[src/rtl/reg_share_arbiter.sv]
// Round-robin arbiter/sequencer owning one WIDTH-bit register shared by four requesters.
// Optional grant-length limit enabled by defining HOLD_TIMEOUT_EN (MAX_HOLD cycles).
module reg_share_arbiter #(
  parameter int WIDTH    = 8,
  parameter int MAX_HOLD = 8
) (
  input  logic               clk,
  input  logic               reset_n,
  input  logic [3:0]         req,
  input  logic [3:0]         clr,
  input  logic [3:0]         set,
  input  logic [3:0]         wr_en,
  input  logic [4*WIDTH-1:0] wr_data,
  output logic [3:0]         grant,
  output logic [1:0]         owner,
  output logic               busy,
  output logic [WIDTH-1:0]   q
);

  typedef enum logic [1:0] {
    ST_IDLE    = 2'd0,
    ST_OWN     = 2'd1,
    ST_RELEASE = 2'd2
  } state_t;

  if (MAX_HOLD < 2) begin : g_bad_max_hold
    $error("MAX_HOLD must be at least 2");
  end

  // Returns {found, index} of the first requester at or after the pointer, wrapping mod 4.
  function automatic logic [2:0] f_pick(input logic [3:0] r, input logic [1:0] p);
    logic [2:0] res;
    logic [1:0] idx;
    res = 3'b000;
    for (int k = 3; k >= 0; k--) begin
      idx = p + k[1:0];
      if (r[idx]) begin
        res = {1'b1, idx};
      end
    end
    return res;
  endfunction

  state_t           r_state, w_state;
  logic [1:0]       r_ptr, w_ptr;
  logic [1:0]       r_owner, w_owner;
  logic [3:0]       r_grant, w_grant;
  logic [WIDTH-1:0] r_q, w_q;
  logic [2:0]       w_pick;
  logic [WIDTH-1:0] w_slice [4];

  for (genvar i = 0; i < 4; i++) begin : g_slice
    assign w_slice[i] = wr_data[i*WIDTH +: WIDTH];
  end

  assign w_pick = f_pick(req, r_ptr);

`ifdef HOLD_TIMEOUT_EN
  localparam int HW = (MAX_HOLD > 2) ? $clog2(MAX_HOLD) : 1;
  localparam logic [HW-1:0] HOLD_LAST = HW'(MAX_HOLD - 1);
  logic [HW-1:0] r_hold, w_hold;
`endif

  // Next-state, arbitration and command decode.
  always_comb begin
    w_state = r_state;
    w_ptr   = r_ptr;
    w_owner = r_owner;
    w_grant = r_grant;
    w_q     = r_q;
`ifdef HOLD_TIMEOUT_EN
    w_hold  = r_hold;
`endif
    case (r_state)
      ST_IDLE, ST_RELEASE: begin
        if (w_pick[2]) begin
          w_state = ST_OWN;
          w_owner = w_pick[1:0];
          w_grant = 4'b0001 << w_pick[1:0];
`ifdef HOLD_TIMEOUT_EN
          w_hold  = {HW{1'b0}};
`endif
        end else begin
          w_state = ST_IDLE;
          w_grant = 4'b0000;
        end
      end
      ST_OWN: begin
`ifdef HOLD_TIMEOUT_EN
        w_hold = r_hold + HW'(1);
`endif
        if (req[r_owner]) begin
          if (clr[r_owner]) begin
            w_q = {WIDTH{1'b0}};
          end else if (set[r_owner]) begin
            w_q = {WIDTH{1'b1}};
          end else if (wr_en[r_owner]) begin
            w_q = w_slice[r_owner];
          end else begin
            w_q = r_q;
          end
`ifdef HOLD_TIMEOUT_EN
          // Forced handover: the command of the final cycle still executes.
          if (r_hold == HOLD_LAST) begin
            w_state = ST_RELEASE;
            w_ptr   = r_owner + 2'd1;
            w_grant = 4'b0000;
          end else begin
            w_state = ST_OWN;
          end
`endif
        end else begin
          w_state = ST_RELEASE;
          w_ptr   = r_owner + 2'd1;
          w_grant = 4'b0000;
        end
      end
      default: begin
        w_state = ST_IDLE;
        w_grant = 4'b0000;
      end
    endcase
  end

  // State, pointer, grant and shared register.
  always_ff @(posedge clk or negedge reset_n) begin
    if (!reset_n) begin
      r_state <= ST_IDLE;
      r_ptr   <= 2'd0;
      r_owner <= 2'd0;
      r_grant <= 4'b0000;
      r_q     <= {WIDTH{1'b0}};
`ifdef HOLD_TIMEOUT_EN
      r_hold  <= {HW{1'b0}};
`endif
    end else begin
      r_state <= w_state;
      r_ptr   <= w_ptr;
      r_owner <= w_owner;
      r_grant <= w_grant;
      r_q     <= w_q;
`ifdef HOLD_TIMEOUT_EN
      r_hold  <= w_hold;
`endif
    end
  end

  assign grant = r_grant;
  assign owner = r_owner;
  assign busy  = |r_grant;
  assign q     = r_q;

endmodule

[config.mk]
export PLATFORM = sky130hd
export DESIGN_NAME = reg_share_arbiter
export DESIGN_NICKNAME = d
export VERILOG_FILES = /design/src/rtl/reg_share_arbiter.sv
export SDC_FILE = /design/constraint.sdc
export NUM_CORES = 1
export LEC_CHECK = 0
export ABC_CLOCK_PERIOD_IN_PS = 1990
export BUFFER_PORTS_ARGS = -buffer_cell sky130_fd_sc_hd__buf_2
export CORE_MARGIN = 1.5
export CORE_UTILIZATION = 30
export CTS_CLUSTER_SIZE = 30
export DETAILED_ROUTE_END_ITERATION = 8
export PLACE_DENSITY = 0.63
export SETUP_SLACK_MARGIN = 0.15
export SKIP_CTS_REPAIR_TIMING = 1
export SYNTH_ARGS = -nofsm -noshare
export SYNTH_HDL_FRONTEND = slang
export SYNTH_SLANG_ARGS = --single-unit
[constraint.sdc]
create_clock -name clk -period 1.99 [get_ports clk]
set_clock_uncertainty 0.15 [all_clocks]
set_input_delay 0.398 -clock clk [delete_from_list [all_inputs] [get_ports clk]]
set_output_delay 0.398 -clock clk [all_outputs]
set_load 0.02 [all_outputs]
Yosys cells after proc, flatten, opt, wreduce, memory -nomap -nowiden

Cells that the tools add are included.

Add/sub/neg operators: 4
Magnitude comparators: 6
Equal/unequal tests: 3
Shifts and indexed selects: 1
Mux-type cells: 32
Bitwise logic cells: 2
Reductions and logical operators: 7

Operator list:

| kind                                                                  | count |
|---|---|
| 8-bit two-way mux                                                     | 5 |
| 1-bit binary-select mux with 2-bit select                             | 8 |
| 8-bit binary-select mux with 2-bit select                             | 1 |
| 2-bit by 3-bit < comparator with 1-bit output, second input constant  | 5 |
| 3-bit two-way mux                                                     | 4 |
| 1-bit two-way mux                                                     | 9 |
| 4-bit two-way mux                                                     | 2 |
| 4-bit case mux with 2 select lines                                    | 1 |
| 2-bit by 1-bit adder with 2-bit output, second input constant         | 2 |
| 2-bit adder, second input constant                                    | 2 |
| 2-bit case mux with 2 select lines                                    | 1 |
| 2-bit AND reduction                                                   | 2 |
| 4-bit OR reduction                                                    | 1 |
| 1-bit by 2-bit left shift with 4-bit output, first input constant     | 1 |
| 3-bit greater-or-equal comparator, second input constant              | 1 |
| 2-bit inverter with 3-bit output                                      | 1 |
| 3-bit AND reduction                                                   | 1 |
| 3-bit nonzero test                                                    | 1 |
| 2-bit by 1-bit equality test with 1-bit output, second input constant | 1 |
| 2-bit equality test, second input constant                            | 1 |
| 2-bit logical NOT                                                     | 1 |
| 2-bit two-way mux                                                     | 1 |
| 2-bit inequality test, second input constant                          | 1 |
| 2-bit OR reduction                                                    | 1 |
| 1-bit inverter                                                        | 1 |

Flip-flop bits (word level): 18
Output and inout port bits: 15

Logic depth before layout (Yosys ltp)

Gate-level depths: netlist (run 1).

Word-level depth: 10
Mapped depth: 6
Mapped depth without buffers: 4

Worst setup path after synthesis (run 1)

Ideal clock, no wire load.

Path kind: flip-flop to flip-flop
Start: reg r_owner[0], in the netlist owner[0]
End: reg r_q[0], in the netlist q[0]
Arrival: 1.659 ns
Data required time: 1.712 ns
Slack: 0.052 ns
Cell stages (with the launch flop): 7
Clock period less this slack: 1.938 ns
Path through: dfrtp_1 > buf_6 > mux4_2 > nand2b_4 > buf_6 > o32ai_1 > nor2_1

Word-level cells in the longest chain between the ends: 7
Elaborated cells on any way between the ends: 17
Classes of those cells: mux (14); bitwise (1); reduce/logical (2)

Ends and longest elaborated chain:

| element                                                | line | RTL |
|---|---|---|
| from (decl)                                            | 46   | `logic [1:0] r_owner, w_owner;` |
| from (signal assigned)                                 | 139  | `r_owner <= w_owner;` |
| 2-bit inverter with 3-bit output (not written as such) | 98   | `w_q = w_slice[r_owner];` |
| 8-bit binary-select mux with 2-bit select              | 98   |  |
| 8-bit two-way mux (not written as such) (2 in series)  | 98   |  |
| 8-bit two-way mux                                      | 97   | `end else if (wr_en[r_owner]) begin` |
| 8-bit two-way mux                                      | 95   | `end else if (set[r_owner]) begin` |
| 8-bit two-way mux                                      | 93   | `if (clr[r_owner]) begin` |
| to (signal assigned)                                   | 132  | `r_q <= {WIDTH{1'b0}};` |
| to (signal assigned)                                   | 141  | `r_q <= w_q;` |
| to (decl)                                              | 48   | `logic [WIDTH-1:0] r_q, w_q;` |

Parallel ways exist; a longest one is shown, timed or not. The select of a mux whose other input is x is not followed.
A chain may end at the register's enable or synchronous reset.

Worst setup path in the final report (run 1)

Start: reg r_grant[0], in the netlist grant[0]
End: out busy

Word-level cells in the longest chain between the ends: 1

Ends and longest elaborated chain:

| element                | line | RTL |
|---|---|---|
| from (decl)            | 47   | `logic [3:0] r_grant, w_grant;` |
| from (signal assigned) | 140  | `r_grant <= w_grant;` |
| 4-bit OR reduction     | 150  | `assign busy = \|r_grant;` |
| to (decl)              | 16   | `output logic busy,` |

Every way passes these cells.

==> impl_metrics.ini, run 1 <==
[outcome]
run_status = finished clean

[cells_and_area]
layout.cells.most_common = sky130_fd_sc_hd__buf_2
final_layout_size_suffix_gt1_share_pct = 63.1
final_area_um2 = 1650
area_delta_synth_final_pct = 48.8
antenna_cells_inserted = 0
finalNetCount = 208
most-common-layout-cells = sky130_fd_sc_hd__buf_2 (63), sky130_fd_sc_hd__dfrtp_1 (16), sky130_fd_sc_hd__nor2_1 (12)

[timing]
timing.final.max_slew_violations = 0
slew_headroom_pct = 70.6
fin_crit_sh_pct = 93.4
fmax_mhz = 538
worst_pin_slew_ps = 440
final_period_demand_of_the_worst_path_ps = 1860
finalHoldViolations = 0
fin_hold_ws_ps = 345
finalSetupTns_ps = 0
grt_setup_unrepaired = yes
setup_viol = 0

[worst_hold_path]
path_class_of_the_lowest_slack_min_delay_path = flop to flop

[setup_path]
crit_path_start = grant[0]$_DFFE_PN0P_
critical_path_class = flop to output port
cp-end-kind = output port
crit_slowest_cell = sky130_fd_sc_hd__or4_4
critical_path.reg2reg.startpoint = owner[0]$_DFFE_PN0P_
reg2reg_setup_slack_ps = 160
r2r_end = q[5]$_DFFE_PN0P_
critical_path_arrival_ps = 1310
max_stage_delay_ps = 530
worst_setup_path_start_kind = flop
ff2ff_path_depth = 4
max_fo_critical_path = 2
path_cells = or4_4 -> buf_6
endpoint = busy
cp.required_ps = 1440

[grt]
grt_first_pass_wirelength_mm = 4.77
globalRouteOverflowTotal = 0
via_count_of_the_first_global_routing_pass = 1045
groute.usage.overall_pct = 15.1
grt_max_degree = 19
antenna_found_initial = 0

[clock_tree]
cts_tree = done
clockBufferDepth = 2
cts-buffers-inserted = 3
max_h_tree_level = 1
clk_pin_slew_ps = 70
worst_skew_pair.late_latency_ps = 250
numClockSinks = 18
cts_root_buffer = sky130_fd_sc_hd__clkbuf_8

[drt]
wire_per_inst_um = 15.2
initialDrtViolationCount = 50
drtPass1Iterations = 4
drt-vias-per-instance = 5.23
detail_route.drc_violations = 0
finalWirelength_mm = 3.08
ant_nets = 0
route.vias.total = 1061

[pwr]
power.static_leakage_nw = 0.778
p_int_mw = 1.52
pwr-share-seq_pct = 27.5
power.density_cell_area_nw_per_um2 = 1600
power.ir.vdd_worst_v = 0.000580
share_clk_of_total_power_pct = 11.3
pwr-share-comb_pct = 61.3
netSwitchingFraction_pct = 42.2
power.net_switching_mw = 1.11

[floorplanning]
design.portCount = 65
start_util_pct = 32.2
core_um2 = 3440
die_y_um = 63.8
die_area_um2 = 4070
fp-row-count = 21
chipWidth_um = 63.8

[logic_synthesis]
synthArstFlopShare_pct = 100
number_of_enable_type_register_cells_in_the_synthesized_netlist = 0
synth.net_count = 137
synthesis.instances = 87
postSynth.topFlopCell = sky130_fd_sc_hd__dfrtp_1
yosysUniqueCellTypes = 31
synth_warnings = 0
postSynthAreaPerCell_um2 = 12.8
netlist_area_um2 = 1110
number_of_storage_elements_in_the_synthesis_netlist = 18
yosysSeqAreaShare_pct = 40.6

[placement]
place.gp.congestion = 0.739
cell_area_placed_um2 = 1480
place_hpwl_mm = 2.43
portBuffers = 64

[job]
max-cap-violations = 0
-- final cells by class --
type	count	area [um^2]
multi-input cells	62	681
inverters	2	7.51
clock buffers	4	55.1
repair buffers	71	398
fillers	317	1790
well taps	46	57.6
flip-flops and latches	18	453
-- worst min-delay path by stage --
stage / cells past startpoint / end / from
floorplan: 0 / grant[0]$_DFFE_PN0P_ / reset_n
global placement: 1 / r_ptr[1]$_DFFE_PN0P_ / reset_n
detailed placement: 1 / r_state[1]$_DFFE_PN0P_ / reset_n
CTS: 1 / q[2]$_DFFE_PN0P_ / reset_n
global route: 1 / r_state[1]$_DFFE_PN0P_ / r_state[1]$_DFFE_PN0P_
finish: 1 / r_state[1]$_DFFE_PN0P_ / r_state[1]$_DFFE_PN0P_
-- synth_stat cells, types with 2 or more instances --
library cell                instances  area share [%]
sky130_fd_sc_hd__mux4_1             2             4.7
sky130_fd_sc_hd__a22o_1             2             1.6
sky130_fd_sc_hd__nor2_1            12             4.1
sky130_fd_sc_hd__buf_6              2             2.0
sky130_fd_sc_hd__a21o_1             2             1.4
sky130_fd_sc_hd__a21oi_1            3             1.4
sky130_fd_sc_hd__clkbuf_1           2            0.68
sky130_fd_sc_hd__dfrtp_1           18              41
sky130_fd_sc_hd__mux4_2            10              20
sky130_fd_sc_hd__nand2_1            3             1.0
sky130_fd_sc_hd__o32ai_1            9             7.1
sky130_fd_sc_hd__o2bb2ai_1          3             2.4
-- kinds of logic after synthesis --
logic type | share of synthesized area [%]
compound gates | 17.4
xor+xnor | 0.789
buf+inv | 3.83
flops | 40.6
mux | 25.9
simple gates | 11.5
-- power groups by stage --
stage	Combinational [mW]	Clock [mW]	Sequential, mW
global placement	1.34	0	0.710
global route	1.76	0.313	0.753
floorplan	0.867	0	0.841
detailed placement	1.37	0	0.721
CTS	1.37	0.300	0.716
finish	1.62	0.297	0.724
-- metrics by stage --
step	std cells	util, %	setup slack, ps	power, mW
6_report	203	48.0	132	2.64
3_3_place_gp	195	42.9	164	2.06
4_1_cts	199	44.5	109	2.39
2_1_floorplan	87	-	108	1.71
3_5_place_dp	195	42.9	126	2.09
5_1_grt	203	48.0	103	2.82
-- worst max-delay path: cells and delay by family, from the launching register on --
kind          cells  cell delay, ps
simple gates      1             530
flops             1             390
buf+inv           1             140
-- routing by layer --
metal  vias to the layer above  part of all wire [%]  GRT usage [%]
met5                         -                     0              0
met4                         0                   1.4           4.89
li1                        492                     -              -
met1                       531                    40           18.6
met2                        34                    55           27.0
met3                         4                   3.3           2.29
-- registers in the layout (all words and copies together), names as in the netlist --
| register | cells |
|---|---|
| owner | 2 |
| grant | 4 |
| r_ptr | 2 |
| r_state | 2 |
| q | 8 |
No activity file was read; power rests on OpenSTA's default activity.
==> run 2: changes to the inputs <==
--- a/config.mk
+++ b/config.mk
@@ -12,7 +12,6 @@
 export CTS_CLUSTER_SIZE = 30
 export DETAILED_ROUTE_END_ITERATION = 8
 export PLACE_DENSITY = 0.63
-export SETUP_SLACK_MARGIN = 0.15
 export SKIP_CTS_REPAIR_TIMING = 1
 export SYNTH_ARGS = -nofsm -noshare
 export SYNTH_HDL_FRONTEND = slang
==> run 2 against run 1 <==
  * First-iteration DRC count increased by 28%
  * Worst setup slack lost 27 ps
  * Maximum frequency down 1.4%
  * Via count is 4.0% higher
  * Total power down 8.3%
  * Worst hold slack improved by 0.88 ps
  * Cell area fell by 6.2%
  * Die area unchanged
  * Global-route usage increased by 1.6 points
  * Sequential share of layout area grew 1.7 points
  * Register-to-register slack worse by 20 ps
  * Sequential power shrank 4.7%
  * Largest cell class unchanged
  * Largest power group unchanged
==> impl_metrics.ini, run 2 (synthesized netlist as in run 1, its figures left out) <==
[outcome]
run_status = finished clean

[drt]
drtPass1Iterations = 4
finalWirelength_mm = 3.30
route.vias.total = 1103
detail_route.drc_violations = 0
initialDrtViolationCount = 64
ant_nets = 0
wire_per_inst_um = 16.4
drt-vias-per-instance = 5.49

[worst_hold_path]
timing.hold.worst.start = r_state[1]$_DFFE_PN0P_
path_class_of_the_lowest_slack_min_delay_path = flop to flop
hold_end = r_state[1]$_DFFE_PN0P_
worst_hold_path.num_cells = 1

[placement]
place_hpwl_mm = 2.69
place.gp.congestion = 0.808
cell_area_placed_um2 = 1480
portBuffers = 64
dp.cells = 196

[clock_tree]
clockBufferDepth = 2
max_h_tree_level = 1
clk_pin_slew_ps = 70
cts_root_buffer = sky130_fd_sc_hd__clkbuf_8
cts_tree = done
cts-buffers-inserted = 3
numClockSinks = 18
worst_skew_pair.late_latency_ps = 250

[timing]
final_period_demand_of_the_worst_path_ps = 1890
worst_pin_slew_ps = 503
timing.final.max_slew_violations = 0
finalSetupTns_ps = 0
grt_setup_unrepaired = no
setup_viol = 0
fmax_mhz = 530
finalHoldViolations = 0
slew_headroom_pct = 66.4
fin_crit_sh_pct = 94.7

[setup_path]
critical_path_arrival_ps = 1340
ff2ff_path_depth = 4
critical_path_class = flop to output port
crit_slowest_cell = sky130_fd_sc_hd__or4_1
cp-end-kind = output port
max_fo_critical_path = 3
r2r_end = q[3]$_DFFE_PN0P_
critical_path.reg2reg.startpoint = owner[0]$_DFFE_PN0P_
cp.required_ps = 1440
reg2reg_setup_slack_ps = 140
worst_setup_path_start_kind = flop
path_cells = or4_1 -> buf_2
max_stage_delay_ps = 520

[pwr]
power.density_cell_area_nw_per_um2 = 1560
power.ir.vdd_worst_v = 0.000528
power.static_leakage_nw = 0.752

[grt]
via_count_of_the_first_global_routing_pass = 1139
gr-usage-met3_pct = 2.99
layer_with_the_highest_usage = met2
grt_first_pass_wirelength_mm = 5.29
antenna_found_initial = 0
groute.usage.overall_pct = 16.7
globalRouteOverflowTotal = 0
grt_max_degree = 19
grt_use_met2_pct = 28.5
grtUsageMet1_pct = 20.7

[floorplanning]
die_area_um2 = 4070
fp-row-count = 21
core_um2 = 3440
chipWidth_um = 63.8
die_y_um = 63.8
start_util_pct = 32.2
design.portCount = 65

[cells_and_area]
area_delta_synth_final_pct = 39.6
count_of_placed_standard_cells_in_the_final_layout_fillers_left_out = 201
largest_register_ffs = 8
finalNetCount = 206
antenna_cells_inserted = 0
final_area_um2 = 1550
most-common-layout-cells = sky130_fd_sc_hd__buf_2 (64), sky130_fd_sc_hd__dfrtp_1 (17), sky130_fd_sc_hd__nor2_1 (12)
layout.cells.most_common = sky130_fd_sc_hd__buf_2
final_layout_size_suffix_gt1_share_pct = 56.1

[job]
max-cap-violations = 0
## run 2: cell count changes in the layout (fill, tap and decap cells not counted), sizes merged
cell	previous run	this run
buf	70	68
## run 2: layer usage
metal  routed length, um  share of wire (%)
met2                1760                 53
met4                  87                2.6
met3                 167                5.1
met1                1280                 39
met5                   0                  0
## run 2: final cells by class
class | instances | area (um^2)
Multi-Input combinational cell | 62 | 617
Timing Repair Buffer | 69 | 360
Fill cell | 327 | 1890
Inverter | 2 | 7.51
Sequential cell | 18 | 452
Tap cell | 46 | 57.6
Clock buffer | 4 | 55.1
## run 2: worst max-delay path, delay by kind of cell (launching register included)
family	cells	cell delay, ps
buf+inv	1	170
flops	1	400
simple gates	1	520
## run 2: worst max-delay path by stage
stage                                      end  slack (ps)                 start
final                                     busy         100  grant[1]$_DFFE_PN0P_
after global routing          q[3]$_DFFE_PN0P_          30  owner[0]$_DFFE_PN0P_
after CTS                                 busy          80  grant[1]$_DFFE_PN0P_
after detailed placement  grant[3]$_DFFE_PN0P_          60                req[3]
after global placement    grant[1]$_DFFE_PN0P_         120                req[3]
after floorplan               q[0]$_DFFE_PN0P_          50  owner[0]$_DFFE_PN0P_
## run 2: stage by stage
stage | worst slack [ps] | hold WS [ps] | utilization [%] | power [mW]
2_1_floorplan | 52.5 | -47.6 | - | 1.71
3_3_place_gp | 124 | 189 | 43.1 | 2.06
3_5_place_dp | 64.0 | 203 | 43.1 | 2.12
4_1_cts | 81.4 | -71.2 | 44.7 | 2.42
5_1_grt | 27.4 | 361 | 45.0 | 2.59
6_report | 105 | 346 | 45.0 | 2.42
## run 2: power breakdown
| group | switching [mW] | internal (mW) |
|---|---|---|
| clock network | 0.125 | 0.176 |
| logic | 0.788 | 0.639 |
| registers | 0.139 | 0.551 |
| total | 1.05 | 1.37 |
